### src/rtl/bev_pkg.sv
// rtl/bev_pkg.sv - shared enums, recipe/volume tables and record field helpers
package bev_pkg;

    typedef enum logic [1:0] {
        ACT_MAKE   = 2'd0,
        ACT_SUPPLY = 2'd1,
        ACT_CHECK  = 2'd2
    } action_e;

    typedef enum logic [2:0] {
        BLACK_TEA                = 3'd0,
        MILK_TEA                 = 3'd1,
        EXTRA_MILK_TEA           = 3'd2,
        GREEN_TEA                = 3'd3,
        GREEN_MILK_TEA           = 3'd4,
        PINEAPPLE_JUICE          = 3'd5,
        SUPER_PINEAPPLE_TEA      = 3'd6,
        SUPER_PINEAPPLE_MILK_TEA = 3'd7
    } bev_type_e;

    typedef enum logic [1:0] {
        SIZE_L = 2'd0,
        SIZE_M = 2'd1,
        SIZE_S = 2'd2
    } bev_size_e;

    typedef enum logic [1:0] {
        NO_ERR = 2'd0,
        NO_EXP = 2'd1,
        NO_ING = 2'd2,
        ING_OF = 2'd3
    } error_msg_e;

    localparam int DATE_W = 9;
    localparam logic [7:0] VOLQ_L = 8'd240;
    localparam logic [7:0] VOLQ_M = 8'd180;
    localparam logic [7:0] VOLQ_S = 8'd120;

    // Rows packed as nibbles black/green/milk/pineapple, black in the top nibble.
    function automatic logic [2:0] recipe(input logic [2:0] bev, input int ing);
        logic [15:0] row;
        case (bev)
            BLACK_TEA:                row = 16'h4000;
            MILK_TEA:                 row = 16'h3010;
            EXTRA_MILK_TEA:           row = 16'h2020;
            GREEN_TEA:                row = 16'h0400;
            GREEN_MILK_TEA:           row = 16'h0220;
            PINEAPPLE_JUICE:          row = 16'h0004;
            SUPER_PINEAPPLE_TEA:      row = 16'h2002;
            default:                  row = 16'h2011;
        endcase
        if (ing >= 4 || ing < 0) return 3'd0;
        return row[14-4*ing -: 3];
    endfunction

    function automatic logic [7:0] volq(input logic [1:0] size);
        case (size)
            SIZE_L:  return VOLQ_L;
            SIZE_M:  return VOLQ_M;
            SIZE_S:  return VOLQ_S;
            default: return 8'd0;
        endcase
    endfunction

    function automatic int ing_msb(input int i, input int ing_w, input int n_ing);
        return n_ing*ing_w + DATE_W - 1 - i*ing_w;
    endfunction

endpackage

### src/rtl/bev_order_engine_if.sv
// rtl/bev_order_engine_if.sv - command, memory port and result bundle
interface bev_order_engine_if #(
    parameter int N_ING  = 4,
    parameter int ING_W  = 12,
    parameter int ADDR_W = 8
);
    localparam int REC_W = N_ING*ING_W + 9;

    logic                   cmd_valid;
    logic                   cmd_ready;
    logic [1:0]             cmd_act;
    logic [2:0]             cmd_type;
    logic [1:0]             cmd_size;
    logic [3:0]             cmd_month;
    logic [4:0]             cmd_day;
    logic [ADDR_W-1:0]      cmd_box;
    logic [N_ING*ING_W-1:0] cmd_sup;

    logic                   mem_req_valid;
    logic                   mem_req_ready;
    logic                   mem_req_we;
    logic [ADDR_W-1:0]      mem_req_addr;
    logic [REC_W-1:0]       mem_req_wdata;
    logic                   mem_rsp_valid;
    logic [REC_W-1:0]       mem_rsp_rdata;

    logic                   out_valid;
    logic [1:0]             err_msg;
    logic                   complete;

    modport slave (
        input  cmd_valid, cmd_act, cmd_type, cmd_size, cmd_month, cmd_day, cmd_box, cmd_sup,
        output cmd_ready,
        output mem_req_valid, mem_req_we, mem_req_addr, mem_req_wdata,
        input  mem_req_ready, mem_rsp_valid, mem_rsp_rdata,
        output out_valid, err_msg, complete
    );

    modport master (
        output cmd_valid, cmd_act, cmd_type, cmd_size, cmd_month, cmd_day, cmd_box, cmd_sup,
        input  cmd_ready,
        input  mem_req_valid, mem_req_we, mem_req_addr, mem_req_wdata,
        output mem_req_ready, mem_rsp_valid, mem_rsp_rdata,
        input  out_valid, err_msg, complete
    );
endinterface

### src/rtl/bev_cmd_fifo.sv
// rtl/bev_cmd_fifo.sv - synchronous command FIFO, resets to empty
module bev_cmd_fifo #(
    parameter int WIDTH = 8,
    parameter int DEPTH = 2
) (
    input  logic             clk,
    input  logic             rst,
    input  logic             push_i,
    input  logic             pop_i,
    input  logic [WIDTH-1:0] wdata_i,
    output logic [WIDTH-1:0] rdata_o,
    output logic             full_o,
    output logic             empty_o
);
    localparam int PTR_W = (DEPTH > 1) ? $clog2(DEPTH) : 1;
    localparam int CNT_W = $clog2(DEPTH + 1);

    logic [WIDTH-1:0] mem_q [DEPTH];
    logic [PTR_W-1:0] wr_ptr_q, wr_ptr_d, rd_ptr_q, rd_ptr_d;
    logic [CNT_W-1:0] cnt_q, cnt_d;
    logic             do_push, do_pop;

    function automatic logic [PTR_W-1:0] ptr_inc(input logic [PTR_W-1:0] p);
        return (p == PTR_W'(DEPTH-1)) ? '0 : p + PTR_W'(1);
    endfunction

    assign full_o  = (cnt_q == CNT_W'(DEPTH));
    assign empty_o = (cnt_q == '0);
    assign do_push = push_i && !full_o;
    assign do_pop  = pop_i && !empty_o;
    assign rdata_o = mem_q[rd_ptr_q];

    always_comb begin
        wr_ptr_d = do_push ? ptr_inc(wr_ptr_q) : wr_ptr_q;
        rd_ptr_d = do_pop  ? ptr_inc(rd_ptr_q) : rd_ptr_q;
        cnt_d    = cnt_q;
        if (do_push && !do_pop) cnt_d = cnt_q + CNT_W'(1);
        if (do_pop && !do_push) cnt_d = cnt_q - CNT_W'(1);
    end

    always_ff @(posedge clk) begin
        if (rst) begin
            wr_ptr_q <= '0;
            rd_ptr_q <= '0;
            cnt_q    <= '0;
        end else begin
            if (do_push) mem_q[wr_ptr_q] <= wdata_i;
            wr_ptr_q <= wr_ptr_d;
            rd_ptr_q <= rd_ptr_d;
            cnt_q    <= cnt_d;
        end
    end
endmodule

### src/rtl/bev_order_engine.sv
// rtl/bev_order_engine.sv - queued beverage order engine doing read-modify-write of box records
module bev_order_engine
    import bev_pkg::*;
#(
    parameter int N_ING     = 4,
    parameter int ING_W     = 12,
    parameter int ADDR_W    = 8,
    parameter int CMD_DEPTH = 2
) (
    input  logic clk,
    input  logic rst,
    bev_order_engine_if.slave bus
);
    localparam int SUP_W = N_ING*ING_W;
    localparam int REC_W = SUP_W + DATE_W;
    localparam int CMD_W = 2 + 3 + 2 + 4 + 5 + ADDR_W + SUP_W;

    typedef enum logic [2:0] {
        S_IDLE, S_RD_REQ, S_RD_WAIT, S_EXEC, S_WR_REQ, S_WR_WAIT, S_RESP
    } state_e;

    state_e            state_q, state_d;
    logic [1:0]        act_q, act_d;
    logic [2:0]        type_q, type_d;
    logic [1:0]        size_q, size_d;
    logic [3:0]        month_q, month_d;
    logic [4:0]        day_q, day_d;
    logic [ADDR_W-1:0] box_q, box_d;
    logic [SUP_W-1:0]  sup_q, sup_d;
    logic [REC_W-1:0]  rec_q, rec_d, wdata_q, wdata_d;
    error_msg_e        err_q, err_d;

    logic              fifo_push, fifo_pop, fifo_full, fifo_empty;
    logic [CMD_W-1:0]  fifo_rdata;
    logic [1:0]        f_act;
    logic [2:0]        f_type;
    logic [1:0]        f_size;
    logic [3:0]        f_month;
    logic [4:0]        f_day;
    logic [ADDR_W-1:0] f_box;
    logic [SUP_W-1:0]  f_sup;

    assign bus.cmd_ready = !fifo_full && !rst;
    assign fifo_push     = bus.cmd_valid && bus.cmd_ready;

    bev_cmd_fifo #(.WIDTH(CMD_W), .DEPTH(CMD_DEPTH)) u_fifo (
        .clk     (clk),
        .rst     (rst),
        .push_i  (fifo_push),
        .pop_i   (fifo_pop),
        .wdata_i ({bus.cmd_act, bus.cmd_type, bus.cmd_size, bus.cmd_month,
                   bus.cmd_day, bus.cmd_box, bus.cmd_sup}),
        .rdata_o (fifo_rdata),
        .full_o  (fifo_full),
        .empty_o (fifo_empty)
    );

    assign {f_act, f_type, f_size, f_month, f_day, f_box, f_sup} = fifo_rdata;

    logic [SUP_W-1:0] make_ing, sup_ing;
    logic [N_ING-1:0] short_v, of_v;
    logic             expired;

    // Per-ingredient consumption and saturating refill; sums carry one extra bit.
    for (genvar gi = 0; gi < N_ING; gi++) begin : g_ing
        localparam int RMSB = ing_msb(gi, ING_W, N_ING);
        localparam int SMSB = SUP_W - 1 - gi*ING_W;
        logic [ING_W-1:0] rec_v, need_v, sup_v;
        logic [ING_W:0]   sum_v;
        assign rec_v  = rec_q[RMSB -: ING_W];
        assign need_v = ING_W'(recipe(type_q, gi)) * ING_W'(volq(size_q));
        assign sup_v  = sup_q[SMSB -: ING_W];
        assign sum_v  = {1'b0, rec_v} + {1'b0, sup_v};
        assign short_v[gi] = (rec_v < need_v);
        assign of_v[gi]    = sum_v[ING_W];
        assign make_ing[SMSB -: ING_W] = rec_v - need_v;
        assign sup_ing[SMSB -: ING_W]  = of_v[gi] ? {ING_W{1'b1}} : sum_v[ING_W-1:0];
    end

    assign expired = ({month_q, day_q} > rec_q[DATE_W-1:0]);

    always_comb begin
        state_d  = state_q;
        act_d    = act_q;
        type_d   = type_q;
        size_d   = size_q;
        month_d  = month_q;
        day_d    = day_q;
        box_d    = box_q;
        sup_d    = sup_q;
        rec_d    = rec_q;
        wdata_d  = wdata_q;
        err_d    = err_q;
        fifo_pop = 1'b0;
        case (state_q)
            S_IDLE: if (!fifo_empty) begin
                fifo_pop = 1'b1;
                {act_d, type_d, size_d, month_d, day_d, box_d, sup_d} =
                    {f_act, f_type, f_size, f_month, f_day, f_box, f_sup};
                state_d = S_RD_REQ;
            end
            S_RD_REQ:  if (bus.mem_req_ready) state_d = S_RD_WAIT;
            S_RD_WAIT: if (bus.mem_rsp_valid) begin
                rec_d   = bus.mem_rsp_rdata;
                state_d = S_EXEC;
            end
            S_EXEC: begin
                err_d   = NO_ERR;
                state_d = S_RESP;
                case (act_q)
                    ACT_SUPPLY: begin
                        wdata_d = {sup_ing, month_q, day_q};
                        err_d   = (|of_v) ? ING_OF : NO_ERR;
                        state_d = S_WR_REQ;
                    end
                    ACT_MAKE: begin
                        if (expired) begin
                            err_d = NO_EXP;
                        end else if (|short_v) begin
                            err_d = NO_ING;
                        end else begin
                            wdata_d = {make_ing, rec_q[DATE_W-1:0]};
                            state_d = S_WR_REQ;
                        end
                    end
                    default: err_d = expired ? NO_EXP : NO_ERR;
                endcase
            end
            S_WR_REQ:  if (bus.mem_req_ready) state_d = S_WR_WAIT;
            S_WR_WAIT: if (bus.mem_rsp_valid) state_d = S_RESP;
            S_RESP:    state_d = S_IDLE;
            default:   state_d = S_IDLE;
        endcase
    end

    always_ff @(posedge clk) begin
        if (rst) begin
            state_q <= S_IDLE;
            act_q   <= '0;
            type_q  <= '0;
            size_q  <= '0;
            month_q <= '0;
            day_q   <= '0;
            box_q   <= '0;
            sup_q   <= '0;
            rec_q   <= '0;
            wdata_q <= '0;
            err_q   <= NO_ERR;
        end else begin
            state_q <= state_d;
            act_q   <= act_d;
            type_q  <= type_d;
            size_q  <= size_d;
            month_q <= month_d;
            day_q   <= day_d;
            box_q   <= box_d;
            sup_q   <= sup_d;
            rec_q   <= rec_d;
            wdata_q <= wdata_d;
            err_q   <= err_d;
        end
    end

    assign bus.mem_req_valid = !rst && (state_q == S_RD_REQ || state_q == S_WR_REQ);
    assign bus.mem_req_we    = (state_q == S_WR_REQ);
    assign bus.mem_req_addr  = box_q;
    assign bus.mem_req_wdata = wdata_q;
    assign bus.out_valid     = !rst && (state_q == S_RESP);
    assign bus.err_msg       = bus.out_valid ? err_q : NO_ERR;
    assign bus.complete      = bus.out_valid && (err_q == NO_ERR);
endmodule

### src/flat_wrapper.sv
// flat-port wrapper written by rule: the top's interface ports become plain ports
module bev_order_engine_flat import bev_pkg::*;
#(
    parameter int N_ING     = 4,
    parameter int ING_W     = 12,
    parameter int ADDR_W    = 8,
    parameter int CMD_DEPTH = 2
)
  (clk, rst, bus_cmd_valid, bus_cmd_act, bus_cmd_type, bus_cmd_size, bus_cmd_month, bus_cmd_day, bus_cmd_box, bus_cmd_sup, bus_cmd_ready, bus_mem_req_valid, bus_mem_req_we, bus_mem_req_addr, bus_mem_req_wdata, bus_mem_req_ready, bus_mem_rsp_valid, bus_mem_rsp_rdata, bus_out_valid, bus_err_msg, bus_complete);
  bev_order_engine_if #(.N_ING(N_ING), .ING_W(ING_W), .ADDR_W(ADDR_W)) bus_i ();
  input  logic clk;
  input  logic rst;
  input wire logic [$bits(bus_i.cmd_valid)-1:0] bus_cmd_valid;
  input wire logic [$bits(bus_i.cmd_act)-1:0] bus_cmd_act;
  input wire logic [$bits(bus_i.cmd_type)-1:0] bus_cmd_type;
  input wire logic [$bits(bus_i.cmd_size)-1:0] bus_cmd_size;
  input wire logic [$bits(bus_i.cmd_month)-1:0] bus_cmd_month;
  input wire logic [$bits(bus_i.cmd_day)-1:0] bus_cmd_day;
  input wire logic [$bits(bus_i.cmd_box)-1:0] bus_cmd_box;
  input wire logic [$bits(bus_i.cmd_sup)-1:0] bus_cmd_sup;
  output wire logic [$bits(bus_i.cmd_ready)-1:0] bus_cmd_ready;
  output wire logic [$bits(bus_i.mem_req_valid)-1:0] bus_mem_req_valid;
  output wire logic [$bits(bus_i.mem_req_we)-1:0] bus_mem_req_we;
  output wire logic [$bits(bus_i.mem_req_addr)-1:0] bus_mem_req_addr;
  output wire logic [$bits(bus_i.mem_req_wdata)-1:0] bus_mem_req_wdata;
  input wire logic [$bits(bus_i.mem_req_ready)-1:0] bus_mem_req_ready;
  input wire logic [$bits(bus_i.mem_rsp_valid)-1:0] bus_mem_rsp_valid;
  input wire logic [$bits(bus_i.mem_rsp_rdata)-1:0] bus_mem_rsp_rdata;
  output wire logic [$bits(bus_i.out_valid)-1:0] bus_out_valid;
  output wire logic [$bits(bus_i.err_msg)-1:0] bus_err_msg;
  output wire logic [$bits(bus_i.complete)-1:0] bus_complete;
  assign bus_i.cmd_valid = bus_cmd_valid;
  assign bus_i.cmd_act = bus_cmd_act;
  assign bus_i.cmd_type = bus_cmd_type;
  assign bus_i.cmd_size = bus_cmd_size;
  assign bus_i.cmd_month = bus_cmd_month;
  assign bus_i.cmd_day = bus_cmd_day;
  assign bus_i.cmd_box = bus_cmd_box;
  assign bus_i.cmd_sup = bus_cmd_sup;
  assign bus_cmd_ready = bus_i.cmd_ready;
  assign bus_mem_req_valid = bus_i.mem_req_valid;
  assign bus_mem_req_we = bus_i.mem_req_we;
  assign bus_mem_req_addr = bus_i.mem_req_addr;
  assign bus_mem_req_wdata = bus_i.mem_req_wdata;
  assign bus_i.mem_req_ready = bus_mem_req_ready;
  assign bus_i.mem_rsp_valid = bus_mem_rsp_valid;
  assign bus_i.mem_rsp_rdata = bus_mem_rsp_rdata;
  assign bus_out_valid = bus_i.out_valid;
  assign bus_err_msg = bus_i.err_msg;
  assign bus_complete = bus_i.complete;
  bev_order_engine #(.N_ING(N_ING), .ING_W(ING_W), .ADDR_W(ADDR_W), .CMD_DEPTH(CMD_DEPTH)) u_core (.clk(clk), .rst(rst), .bus(bus_i));
endmodule
### config.mk
export PLATFORM = sky130hd
export DESIGN_NAME = bev_order_engine_flat
export DESIGN_NICKNAME = d
export VERILOG_FILES = /design/src/rtl/bev_pkg.sv /design/src/rtl/bev_order_engine_if.sv /design/src/rtl/bev_cmd_fifo.sv /design/src/rtl/bev_order_engine.sv /design/src/flat_wrapper.sv
export SDC_FILE = /design/constraint.sdc
export NUM_CORES = 1
export LEC_CHECK = 0
export CAP_MARGIN = 10
export CORE_MARGIN = 8
export CORE_UTILIZATION = 56
export CTS_BUF_LIST = sky130_fd_sc_hd__clkbuf_4 sky130_fd_sc_hd__clkbuf_8
export DETAILED_ROUTE_END_ITERATION = 12
export GPL_ROUTABILITY_DRIVEN = 0
export PLACE_DENSITY = 0.82
export SYNTH_ARGS = -nofsm -noshare
export SYNTH_HDL_FRONTEND = slang
export SYNTH_SLANG_ARGS = --single-unit
### constraint.sdc
create_clock -name clk -period 7.65 [get_ports clk]
set_input_delay 0.765 -clock clk [delete_from_list [all_inputs] [get_ports clk]]
set_output_delay 0.765 -clock clk [all_outputs]
set_load 0.01 [all_outputs]
After elaboration in Yosys (flattened, before gate mapping)
Memories as Yosys holds them, arrays and structs flattened. A register that Yosys moved wholly into a read port is not among the register bits.
Index checks and enable logic that the tools add are counted.
W data, S select, Z words.
{"block": "word_totals", "register_bits": 123, "ram_bits": 144, "inputBits": 134, "out_inout_bits": 72, "wordCells": 115, "mem_count": 1}
{"block": "classes", "add_sub_neg": 12, "n_mul": 4, "magnitude_cmp": 5, "eq_ne": 23, "n_mux": 33, "bitwise_logic": 1, "reduce_logical": 29}
{"name": "u_core.u_fifo.mem_q", "words": 2, "word_bits": 72, "read_ports": 1, "rd_ports_with_merged_regs": 1, "wr": 1, "line": "bev_cmd_fifo.sv:18", "text": "logic [WIDTH-1:0] mem_q [DEPTH];"}
{"operator": "$mux W57", "count": 2}
{"operator": "$pmux W57 S2", "count": 1}
{"operator": "$pmux W15 S7", "count": 1}
{"operator": "$add A12 B12 Y13", "count": 4}
{"operator": "$lt A12 B11 Y1", "count": 4}
{"operator": "$mux W12", "count": 4}
{"operator": "$sub A12 B11 Y12", "count": 4}
{"operator": "$mul A3 B8 Y11", "count": 4}
{"operator": "$pmux W8 S3", "count": 1}
{"operator": "$eq A3 B3 Y1 const B", "count": 6}
{"operator": "$mux W3", "count": 6}
{"operator": "$pmux W3 S6", "count": 1}
{"operator": "$mux W2", "count": 7}
{"operator": "$eq A3 B2 Y1 const B", "count": 4}
{"operator": "$ne A2 B2 Y1 const B", "count": 6}
{"operator": "$gt A9 B9 Y1", "count": 1}
{"operator": "$logic_and A1 B1 Y1", "count": 9}
{"operator": "$logic_not A2 Y1", "count": 4}
{"operator": "$mux W1", "count": 8}
{"operator": "$reduce_or A4 Y1", "count": 2}
{"operator": "$eq A3 B1 Y1 const B", "count": 2}
{"operator": "$logic_not A3 Y1", "count": 2}
{"operator": "$pmux W3 S2", "count": 1}
{"operator": "$logic_not A1 Y1", "count": 5}
{"operator": "other kinds (13)", "count": 18}

Depth between registers and ports, before layout
{"block": "logic_depth", "ltp_word": 9, "ltp_mapped": 22}

By module
Synthesis repeated with hierarchy kept, for this count alone.
{"block": "unflattened", "cells_unflattened": 1852, "area_unflattened_um2": 18091.1}
{"mod": "bev_order_engine", "n_inst": 1, "cells_each": 1603, "area_per_inst_um2": 12693.4}
{"mod": "bev_cmd_fifo", "n_inst": 1, "cells_each": 249, "area_per_inst_um2": 5397.7}

Least setup slack after synthesis
Ideal clock, no wire load.
{"block": "synth_path", "path_type": "input to register", "from": "input rst", "to": "memory u_core.u_fifo.mem_q[0][0] in the netlist's numbering (enable)", "arrival_time_ps": 4219, "t_required_ps": 7147, "setup_slack_ps": 2928, "cell_stages": 3, "path_buffers": 0, "cell_sequence": "a21oi_1 -> nand2_1 -> nor2_1"}
{"block": "synth_between", "elab_chain_cells": 7}
{"item": "from (decl)", "line": "flat_wrapper.sv:12", "text": "input logic rst;"}
{"item": "$logic_not A1 Y1", "line": "bev_order_engine.sv:43", "text": "assign bus.cmd_ready = !fifo_full && !rst;"}
{"item": "$logic_and A1 B1 Y1", "line": "bev_order_engine.sv:43"}
{"item": "$logic_and A1 B1 Y1", "line": "bev_order_engine.sv:44", "text": "assign fifo_push = bus.cmd_valid && bus.cmd_ready;"}
{"item": "$logic_and A1 B1 Y1", "line": "bev_cmd_fifo.sv:29", "text": "assign do_push = push_i && !full_o;"}
{"item": "$mux W1", "line": "bev_cmd_fifo.sv:47", "text": "if (do_push) mem_q[wr_ptr_q] <= wdata_i;"}
{"item": "$mux W1 (*)", "line": "bev_cmd_fifo.sv:42", "text": "if (rst) begin"}
{"item": "$mux W1 (implied by the code) (*)", "line": "bev_cmd_fifo.sv:47"}
{"item": "to (decl)", "line": "bev_cmd_fifo.sv:18"}
Mark *: on every way between the ends. The rest lies on a longest branch, timed or not.

Worst setup path in the final report
{"block": "layout_path", "from": "register u_core.size_q[1]", "to": "register u_core.wdata_q[0], in the netlist u_core.bus.mem_req_wdata[0]"}
{"block": "layout_between", "elab_chain_cells": 7}
{"item": "from (decl)", "line": "bev_order_engine.sv:25", "text": "logic [1:0] size_q, size_d;"}
{"item": "from (signal assigned)", "line": "bev_order_engine.sv:153", "text": "size_q <= size_d;"}
{"item": "$eq A2 B2 Y1 (tied with other cells)", "line": "bev_pkg.sv:57", "text": "case (size)"}
{"item": "$pmux W8 S3 (*)", "line": "bev_pkg.sv:57"}
{"item": "$mul A3 B8 Y11", "line": "bev_order_engine.sv:71", "text": "assign need_v = ING_W'(recipe(type_q, gi)) * ING_W'(volq(size_q));"}
{"item": "$lt A12 B11 Y1", "line": "bev_order_engine.sv:74", "text": "assign short_v[gi] = (rec_v < need_v);"}
{"item": "$reduce_or A4 Y1 (*)", "line": "bev_order_engine.sv:119", "text": "end else if (|short_v) begin"}
{"item": "$ne A2 B2 Y1 (no line) (*)"}
{"item": "$reduce_and A4 Y1 (no line) (*)"}
{"item": "to (signal assigned)", "line": "bev_order_engine.sv:159", "text": "wdata_q <= wdata_d;"}
{"item": "to (decl)", "line": "bev_order_engine.sv:30", "text": "logic [REC_W-1:0] rec_q, rec_d, wdata_q, wdata_d;"}
Marks and branches as above.
A chain may end at the register's enable or synchronous reset.

==> results.json <==
{
  "grt_max_degree": 122,
  "violation_count_after_the_first_detailed_route_iteration": 829,
  "fp-row-count": 65,
  "die-area_um2": 37900,
  "dp_hpwl_mm": 32.7,
  "maximum_clock_skew_at_final_layout_ps": 27.5,
  "critical_path.startpoint_type": "flip-flop",
  "pin_count": 206,
  "fp.dieW_um": 195,
  "synth_enable_flop_cells": 144,
  "post_synth_inst_count": 1811,
  "worst_ir_drop_vdd_mv": 0.279,
  "syn_to_final_growth_pct": 20.1,
  "grt_antenna_before_repair": 0,
  "setup_viol": 0,
  "drtAntennaViolNets": 0,
  "slew_violations": 0,
  "setup_total_negative_slack_ps": 0,
  "actual_transition_at_the_worst_max_transition_pin_ps": 1010,
  "synthDistinctLibCells": 79,
  "ys_top_cells_by_area": "edfxtp_1 (24%), dfxtp_1 (22%), ha_1 (8.9%), a21oi_1 (4.9%), mux2i_1 (4.4%)",
  "hold_buffers": 0,
  "cts_num_sinks": 339,
  "reg2reg_end": "u_core.bus.mem_req_wdata[0]$_SDFFE_PP0P_",
  "critical_path.cell_chain": "nand2b_1 > nor3_1 > nor2_1 > inv_1 > fa_1 > ha_1 > a21o_1 > a21oi_1 > o21bai_1 > a21oi_1 > xor2_1 > ha_1 > a21o_1 > a211oi_1 > o2bb2ai_4 > o41a_1 > buf_4 > nor2_4 > a311oi_1",
  "yosys_warnings": 0,
  "max_cap_violations": 0,
  "final_hold_viol_count": 0,
  "yosys.area.top_type": "edfxtp_1",
  "highest_clock_rate_ghz": 0.165,
  "cts_repair_resize_count": 0,
  "slew_headroom_pct": 32.9,
  "layout_worst_path_cycle_share_pct": 79.2,
  "timing.rr.start": "u_core.size_q[1]$_SDFFE_PP0P_",
  "holdPathStages": 2,
  "synth-async-reset-ratio_pct": 0,
  "clk_latency_ps": 600,
  "critical_path.max_stage_delay_ps": 850,
  "worstHoldStart": "u_core.bus.mem_req_wdata[42]$_SDFFE_PP0P_",
  "path_clk_slew_ps": 60,
  "synth.top_cell.area_share_pct": 24.2,
  "start_util_pct": 56.7,
  "wl_mm": 46.0,
  "min-delay-path-class": "flip-flop to flip-flop",
  "utilization_pct": 68.2,
  "syn-num-nets": 2089,
  "first_global_vias": 14400,
  "layout.nets": 2263,
  "timing.reg2reg.worst_path_depth": 19,
  "worst_hold_path.endpoint": "u_core.bus.mem_req_wdata[42]$_SDFFE_PP0P_",
  "endpoint_kind": "flip-flop",
  "arrival_time_at_the_worst_endpoint_ps": 6560,
  "num_vias": 14400,
  "length_of_the_first_detailed_routing_pass_in_iterations": 5,
  "post_drt_wl_per_cell_um": 18.9,
  "floorplan_core_area_um2": 31600,
  "final.min_clock_period_ps": 6060,
  "timing.critical_path.required_ps": 8150,
  "path_class": "flip-flop to flip-flop",
  "ys.flop_type": "dfxtp_1",
  "num_antenna_cells": 0,
  "grt_usage_pct": 23.5,
  "status": "finished clean",
  "total_power_w": 0.00853,
  "grt_setup_unrepaired": "false",
  "cts_max_level": 2,
  "clockBufferDepth": 3,
  "path_max_fanout": 26,
  "drc": 0,
  "worst-r2r-setup-slack_ps": 1590,
  "leakagePower_nw": 8.02,
  "yosys_register_bits": 339,
  "tritoncts.num_buffers": 55,
  "pre_cts_slack_ps": 1710,
  "synthesis.area_um2": 17900,
  "power_density_nw_per_um2": 397,
  "syn-mean-instance-area_um2": 9.88,
  "drive_above_1_share_pct": 8.22,
  "die-height_um": 195,
  "vias_per_cell": 5.93,
  "clockRootBuffer": "clkbuf_8",
  "fin_ws_ps": 1590,
  "grt_pass1_wl_mm": 73.8,
  "clock_tree_from_tritoncts": "done",
  "grt_overflow": 0,
  "cts.repair_timing.setup_buffer_count": 0,
  "crit_slowest_cell": "o41a_1",
  "port_buffers": 205,
  "most_common_library_cell_in_the_layout_ignoring_fill_and_taps": "clkdlybuf4s50_1",
  "synth_sequential_area_ratio_pct": 46.0,
  "most-common-layout-cells": "clkdlybuf4s50_1 (204), dfxtp_1 (194), nand2_1 (184), a21oi_1 (175), edfxtp_1 (144)"
}
flip-flops by register name, summed over array words and instances, names as in the netlist:
name,count
u_core.u_fifo.mem_q,144
u_core.bus.mem_req_wdata,57
u_core.rec_q,57
u_core.sup_q,48
u_core.bus.mem_req_addr,8
u_core.day_q,5
u_core.month_q,4
u_core.state_q,3
u_core.type_q,3
u_core.act_q,2
u_core.err_q,2
u_core.size_q,2
u_core.u_fifo.cnt_q,2
u_core.u_fifo.rd_ptr_q,1
u_core.u_fifo.wr_ptr_q,1
cell families (layout without fill, tap and decap cells):
group                    count (synthesis)  after routing  share of synthesized area (%)
multiplexers                            79             79                           4.42
AND/OR/NAND/NOR                        505            505                           13.0
XOR/XNOR                                57             57                           2.79
adder cells (fa/ha/maj)                144            144                           10.7
buffers and inverters                  173            394                           3.96
AO/OA/AOI/OAI                          514            514                           19.2
flip-flops                             339            339                           46.0
critical path: cells and delay by family, from the launching register on:
kind | cells | cell delay [ps]
AOI/OAI and AO/OA | 9 | 2630
DFF | 1 | 660
adders and majority gates | 3 | 1110
and+or+nand+nor | 4 | 810
buffers and inverters | 2 | 510
xor gates and xnor gates | 1 | 200
Yosys cell counts, types with 23 or more instances:
cell	n
clkbuf_1	82
xnor2_1	33
nor3_1	49
nand2_1	185
edfxtp_1	144
inv_1	70
dfxtp_1	195
a21oi_1	175
nand3_1	26
xor2_1	24
mux2i_1	78
ha_1	128
o21ai_0	75
o2111ai_1	34
a21o_1	23
a211oi_1	86
nor2_1	133
metrics by stage:
step | instances | cell area, µm² | hold WS [ps]
2_1_floorplan | 1811 | 17900 | 450
3_3_place_gp | 2330 | 20200 | 461
3_5_place_dp | 2330 | 20200 | 468
4_1_cts | 2434 | 21500 | 476
5_1_grt | 2434 | 21500 | 499
6_report | 2434 | 21500 | 477
how the worst max path moves through the flow:
| stage | endpoint | startpoint |
|---|---|---|
| final | u_core.bus.mem_req_wdata[0]$_SDFFE_PP0P_ | u_core.size_q[1]$_SDFFE_PP0P_ |
| after global routing | u_core.bus.mem_req_wdata[3]$_SDFFE_PP0P_ | u_core.size_q[0]$_SDFFE_PP0P_ |
| after CTS | u_core.bus.mem_req_wdata[0]$_SDFFE_PP0P_ | u_core.size_q[1]$_SDFFE_PP0P_ |
| after detailed placement | u_core.bus.mem_req_wdata[0]$_SDFFE_PP0P_ | u_core.size_q[1]$_SDFFE_PP0P_ |
| after global placement | u_core.bus.mem_req_wdata[4]$_SDFFE_PP0P_ | u_core.size_q[0]$_SDFFE_PP0P_ |
| after floorplan | u_core.u_fifo.mem_q[0][0]$_DFFE_PP_ | rst |
metal layers:
layer	GRT usage, %	wire [µm]	up-vias
met2	40.4	22200	445
li1	-	-	7033
met3	5.35	3140	106
met4	8.70	1610	0
met1	28.5	19100	6849
met5	0	0	-
power by group:
group	internal, W	leakage (nW)	switching, W
clock network	0.00110	0.707	0.000739
logic	0.00172	4.40	0.00251
registers	0.00219	2.91	0.000281
total	0.00501	8.02	0.00353
area by class of cell:
class	count	area, µm²
multi-input combinational	1299	9000
tap	402	503
sequential	339	8230
inverter	70	263
clock buffer	82	1070
clock inverter	22	280
timing repair buffer	220	2170
fill	2420	10000
Power figures use the tool's default switching activity.
